<file path="src/rtl/mem_access_pkg.sv">
// Shared types and constants for the multicycle-CPU memory access stage.
package mem_access_pkg;

    typedef enum logic [1:0] {
        IDLE    = 2'd0,
        RD_WAIT = 2'd1,
        WR_WAIT = 2'd2,
        DONE    = 2'd3
    } mau_state_t;

    localparam int unsigned LAT_W = 3;

    // Instruction register field bit positions
    localparam int unsigned OP_HI    = 31;
    localparam int unsigned OP_LO    = 26;
    localparam int unsigned RS_HI    = 25;
    localparam int unsigned RS_LO    = 21;
    localparam int unsigned RT_HI    = 20;
    localparam int unsigned RT_LO    = 16;
    localparam int unsigned RD_HI    = 15;
    localparam int unsigned RD_LO    = 11;
    localparam int unsigned FUNCT_HI = 5;
    localparam int unsigned FUNCT_LO = 0;
    localparam int unsigned IMM_HI   = 15;
    localparam int unsigned IMM_LO   = 0;

endpackage

</file>
<file path="src/rtl/mem_latency_counter.sv">
// Loadable down-counter timing the memory latency; saturates at zero.
module mem_latency_counter
    import mem_access_pkg::*;
(
    input  logic             clock,
    input  logic             reset,
    input  logic             load_i,
    input  logic [LAT_W-1:0] load_val_i,
    input  logic             dec_i,
    output logic             zero_o
);

    logic [LAT_W-1:0] cnt_q;

    always_ff @(posedge clock or posedge reset) begin
        if (reset) begin
            cnt_q <= '0;
        end else if (load_i) begin
            cnt_q <= load_val_i;
        end else if (dec_i && (cnt_q != '0)) begin
            cnt_q <= cnt_q - LAT_W'(1);
        end
    end

    assign zero_o = (cnt_q == '0);

endmodule

</file>
<file path="src/rtl/mem_access_unit.sv">
// Sequences control-unit read/write pulses into fixed-latency memory
// transactions and captures read data into IR or MDR.
module mem_access_unit
    import mem_access_pkg::*;
#(
    parameter int unsigned READ_LATENCY  = 1,
    parameter int unsigned WRITE_LATENCY = 1
) (
    input  logic        clock,
    input  logic        reset,
    input  logic        req_read,
    input  logic        req_write,
    input  logic        IouD,
    input  logic        load_ir,
    input  logic [31:0] pc_in,
    input  logic [31:0] alu_out_in,
    input  logic [31:0] wdata_in,
    output logic [31:0] mem_addr,
    output logic        mem_rd,
    output logic        mem_wr,
    output logic [31:0] mem_wdata,
    input  logic [31:0] mem_rdata,
    output logic [31:0] ir_out,
    output logic [5:0]  OPcode,
    output logic [4:0]  rs,
    output logic [4:0]  rt,
    output logic [4:0]  rd,
    output logic [5:0]  funct,
    output logic [15:0] imm16,
    output logic [31:0] mdr_out,
    output logic        busy,
    output logic        done,
    output logic        misaligned,
    output logic        proto_err
);

    mau_state_t       state_q, state_d;
    logic [31:0]      mem_addr_q, mem_addr_d;
    logic [31:0]      mem_wdata_q, mem_wdata_d;
    logic             mem_rd_q, mem_rd_d;
    logic             mem_wr_q, mem_wr_d;
    logic             tgt_ir_q, tgt_ir_d;
    logic [31:0]      ir_q, ir_d;
    logic [31:0]      mdr_q, mdr_d;
    logic             misaligned_q, misaligned_d;
    logic             proto_err_q, proto_err_d;
    logic             cnt_load, cnt_dec, cnt_zero;
    logic [LAT_W-1:0] cnt_val;
    logic [31:0]      sel_addr;

    assign sel_addr = IouD ? alu_out_in : pc_in;

    mem_latency_counter u_lat_cnt (
        .clock      (clock),
        .reset      (reset),
        .load_i     (cnt_load),
        .load_val_i (cnt_val),
        .dec_i      (cnt_dec),
        .zero_o     (cnt_zero)
    );

    always_ff @(posedge clock or posedge reset) begin
        if (reset) begin
            state_q      <= IDLE;
            mem_addr_q   <= '0;
            mem_wdata_q  <= '0;
            mem_rd_q     <= 1'b0;
            mem_wr_q     <= 1'b0;
            tgt_ir_q     <= 1'b0;
            ir_q         <= '0;
            mdr_q        <= '0;
            misaligned_q <= 1'b0;
            proto_err_q  <= 1'b0;
        end else begin
            state_q      <= state_d;
            mem_addr_q   <= mem_addr_d;
            mem_wdata_q  <= mem_wdata_d;
            mem_rd_q     <= mem_rd_d;
            mem_wr_q     <= mem_wr_d;
            tgt_ir_q     <= tgt_ir_d;
            ir_q         <= ir_d;
            mdr_q        <= mdr_d;
            misaligned_q <= misaligned_d;
            proto_err_q  <= proto_err_d;
        end
    end

    // DONE accepts new requests exactly like IDLE so reads can run back-to-back
    always_comb begin
        state_d      = state_q;
        mem_addr_d   = mem_addr_q;
        mem_wdata_d  = mem_wdata_q;
        mem_rd_d     = 1'b0;
        mem_wr_d     = 1'b0;
        tgt_ir_d     = tgt_ir_q;
        ir_d         = ir_q;
        mdr_d        = mdr_q;
        misaligned_d = 1'b0;
        proto_err_d  = proto_err_q;
        cnt_load     = 1'b0;
        cnt_val      = '0;
        cnt_dec      = 1'b0;

        case (state_q)
            IDLE, DONE: begin
                state_d = IDLE;
                if (req_read && req_write) begin
                    proto_err_d = 1'b1;
                end else if (req_read || req_write) begin
                    if (sel_addr[1:0] != 2'b00) begin
                        misaligned_d = 1'b1;
                    end else begin
                        mem_addr_d = sel_addr;
                        tgt_ir_d   = load_ir;
                        cnt_load   = 1'b1;
                        if (req_read) begin
                            mem_rd_d = 1'b1;
                            cnt_val  = LAT_W'(READ_LATENCY);
                            state_d  = RD_WAIT;
                        end else begin
                            mem_wr_d    = 1'b1;
                            mem_wdata_d = wdata_in;
                            cnt_val     = LAT_W'(WRITE_LATENCY);
                            state_d     = WR_WAIT;
                        end
                    end
                end
            end
            RD_WAIT, WR_WAIT: begin
                if (req_read || req_write) begin
                    proto_err_d = 1'b1;
                end
                if (cnt_zero) begin
                    state_d = DONE;
                    if (state_q == RD_WAIT) begin
                        if (tgt_ir_q) begin
                            ir_d = mem_rdata;
                        end else begin
                            mdr_d = mem_rdata;
                        end
                    end
                end else begin
                    cnt_dec = 1'b1;
                end
            end
            default: state_d = IDLE;
        endcase
    end

    assign mem_addr   = mem_addr_q;
    assign mem_wdata  = mem_wdata_q;
    assign mem_rd     = mem_rd_q;
    assign mem_wr     = mem_wr_q;
    assign ir_out     = ir_q;
    assign mdr_out    = mdr_q;
    assign misaligned = misaligned_q;
    assign proto_err  = proto_err_q;
    assign busy       = (state_q == RD_WAIT) || (state_q == WR_WAIT);
    assign done       = (state_q == DONE);

    assign OPcode = ir_q[OP_HI:OP_LO];
    assign rs     = ir_q[RS_HI:RS_LO];
    assign rt     = ir_q[RT_HI:RT_LO];
    assign rd     = ir_q[RD_HI:RD_LO];
    assign funct  = ir_q[FUNCT_HI:FUNCT_LO];
    assign imm16  = ir_q[IMM_HI:IMM_LO];

endmodule

</file>
<file path="config.mk">
export PLATFORM = sky130hd
export DESIGN_NAME = mem_access_unit
export DESIGN_NICKNAME = d
export VERILOG_FILES = /design/src/rtl/mem_access_pkg.sv /design/src/rtl/mem_latency_counter.sv /design/src/rtl/mem_access_unit.sv
export SDC_FILE = /design/constraint.sdc
export NUM_CORES = 1
export LEC_CHECK = 0
export CAP_MARGIN = 20
export CORE_MARGIN = 3
export CORE_UTILIZATION = 43
export DETAILED_ROUTE_END_ITERATION = 16
export GPL_ROUTABILITY_DRIVEN = 0
export PLACE_DENSITY_LB_ADDON = 0.15
export RECOVER_POWER = 50
export SYNTH_ARGS = -nofsm -noshare
export SYNTH_HDL_FRONTEND = slang
export SYNTH_SLANG_ARGS = --single-unit
</file>
<file path="constraint.sdc">
create_clock -name clock -period 13.7 [get_ports clock]
set_input_delay 2.74 -clock clock [delete_from_list [all_inputs] [get_ports clock]]
set_output_delay 2.74 -clock clock [all_outputs]
set_load 0.05 [all_outputs]
</file>
==> impl_results.md <==
- Worst-Margin Slew: 3761 ps
- Synthesized area: 6075 sq um
- Global-route wire length before repair: 24550 um
- Max-slew headroom: -152.1%
- Nets: between 800 and 900
- Flops & latches, synth: 138
- CP required: 13620 ps
- Most frequent cells in the layout: 261 x clkdlybuf4s50_1, 138 x dfrtp_1, 125 x mux2_2
- Final Skew: around 6.8 ps
- Final wirelength: 15670 um
- Num ports: 311
- Register area share after synthesis: 56.85%
- Register area: around 3500 sq um
- DIE AREA: 15590 sq um
- CTS clk-pin slew, worst paths: 60 ps
- Max_cap viols: 2
- CTS Buf Count: 17
- DRT iter0 DRCs: 175
- Rows: 42
- Final Hold Slack: 483.5 ps
- Worst setup SP type: primary input
- Remaining DRCs: 0
- Core box area: 13510 sq um
- Outcome: complete, but fails checks
- Initial Utilization: 44.98%
- Fin util: 71.49%
- Worst R2R Start: state_q[0]$_DFFE_PP0P_
- Critical path class: primary input to asynchronous set/reset pin
- Antenna Violating Nets Remaining: 0
- Root Driver: clkbuf_16
- Clk buf depth: 2
- Share of the clock period used by the worst path: 55.44%
- Multi-input logic area: 2165 sq um
- Crit end category: asynchronous set/reset pin
- R2R Setup Slk: 11010 ps
- Post-synth net total: 538
- M2 GR Usage: 36.10%
- Cell Count, Final, Fillers Out: 862
- Setup repair bufs after CTS: 0
- Worst Reg-to-Reg Cells: 4
- Cell count after placement: 829
- Worst Hold End: proto_err$_DFFE_PP0P_
- R2R Path End: mem_addr[16]$_DFFE_PP0P_
- Hold depth: 1
- Die height: 124.9 um
- DR pass1 iterations: 4
- Largest net degree at the start of global routing: 90
- Port bufs: 310
- H-tree Lvls: 4
- RSZ-0062 raised after global routing: no
- Layout cell share with drive strength beyond 1: 27.99%
- DP HPWL: 11790 um
- Clock Sinks: 138
- Cts hold-fix bufs: 0
- Synth-to-layout area growth: 58.95%
- Number of global-route vias before repair: 4515
- Post-CTS sizing: 0
- Failing checks: max-capacitance violations, max-slew violations
- CTS tree: yes
- Worst-Skew Late Latency: between 400 and 500 ps
- Hold Crit Class: flop to flop
- Routed via count: 4177
- Final Hold Vio Count: 0
- Gr ovfl total: 0
- Met1 usage: 21.73%
- TNS Setup: 0 ps
- Critical path peak fanout: 89
- Cells after synthesis: 398
- Vias/cell: 4.846
- Final setup fails: 0
- Syn avg cell area: around 15 sq um
- Netlist cell types: 29
- Fin. max-slew vios: 141
- Ys Warns: 0
- ANT cells: 0
- Crit path time final: around 7600 ps
- CP arrival: 7520 ps
- Filler cell count: 916
- Initial antenna violation count: 0
- Max Freq: between 0.1 and 0.15 GHz
- Total GRT Usage: 20.12%
- Commonest non-fill, non-tap cell in the layout: clkdlybuf4s50_1
- Most used routing layer: met2
- HP Start: proto_err$_DFFE_PP0P_
- Routed len/inst: 18.18 um
- Die X: 124.9 um
- Met3 usage: ~7.4%
[metrics by stage]
| stage | setup WS (ps) | cell area [sq um] |
|---|---|---|
| 2_1_floorplan | 7264 | 6075 |
| 3_3_place_gp | 8364 | 9014 |
| 3_5_place_dp | 8305 | 9014 |
| 4_1_cts | 8700 | 9652 |
| 5_1_grt | 5020 | 9656 |
| 6_report | 6105 | 9656 |
[flip-flops by register name (all words and copies together) (netlist names)]
register         cells
mem_wr               1
u_lat_cnt.cnt_q      3
mem_addr            32
mem_rd               1
mdr_out             32
tgt_ir_q             1
ir_out              32
state_q              2
mem_wdata           32
proto_err            1
misaligned           1
[metal layers]
| layer | routed length, um | share of wire, % |
|---|---|---|
| met2 | 8062 | 51 |
| met5 | 0 | 0 |
| met1 | 5856 | 37 |
| met3 | 1378 | 8.8 |
| met4 | 369 | 2.4 |
[critical path, cell delays in order]
cell and delay (ps):
dlygate4sd3_1 550, clkinvlp_2 2120, clkbuf_1 2040
[area by class of cell]
class | count | share of cell area, %
clock buffers | 25 | 4.924
clock inverters | 7 | 1.685
inverters | 8 | 0.3240
multi-input cells | 192 | 22.42
flip-flops and latches | 138 | 35.77
well taps | 176 | 2.281
repair buffers | 316 | 32.60
[Yosys cell counts (all sizes together)]
cell type / number / share of area [%]
mux2: 157 / 31
and2: 2 / 0.21
nor3: 3 / 0.33
nand4b: 1 / 0.14
o21ai: 7 / 0.58
or3: 1 / 0.10
o21bai: 1 / 0.12
ha: 6 / 1.2
or4: 1 / 0.12
dfrtp: 138 / 57
buf: 56 / 7.0
or3b: 1 / 0.14
o21ba: 1 / 0.16
nor3b: 1 / 0.21
o32ai: 1 / 0.14
nand3: 1 / 0.082
a211o: 1 / 0.14
nor2b: 1 / 0.10
nand2: 1 / 0.062
nor2: 3 / 0.19
inv: 8 / 0.49
o2111ai: 1 / 0.25
clkbuf: 4 / 0.25
a21oi: 1 / 0.082
[cells by family after synthesis]
logic type,after synthesis,synth area share (%)
flip-flops,138,56.85
AND/OR/NAND/NOR,16,1.689
AO/OA/AOI/OAI,13,1.483
multiplexers,157,30.96
buffers and inverters,68,7.786
adder cells (fa/ha/maj),6,1.236
[how the worst max path moves through the flow]
stage                           startpoint                              to  slack, ps  cells after the start
CTS                 state_q[0]$_DFFE_PP0P_                            busy       8700                      3
detailed placement                req_read        mem_addr[16]$_DFFE_PP0P_       8300                      6
global route                         reset  u_lat_cnt.cnt_q[2]$_DFFE_PP0P_       5020                      3
global placement                  req_read        mem_addr[10]$_DFFE_PP0P_       8360                      6
floorplan                            reset           ir_out[0]$_DFFE_PP0P_       7260                      1
finish                               reset          ir_out[16]$_DFFE_PP0P_       6110                      3
Power is not shown: default switching activity piles up to over one toggle a cycle in this logic, so the estimate is an artifact.
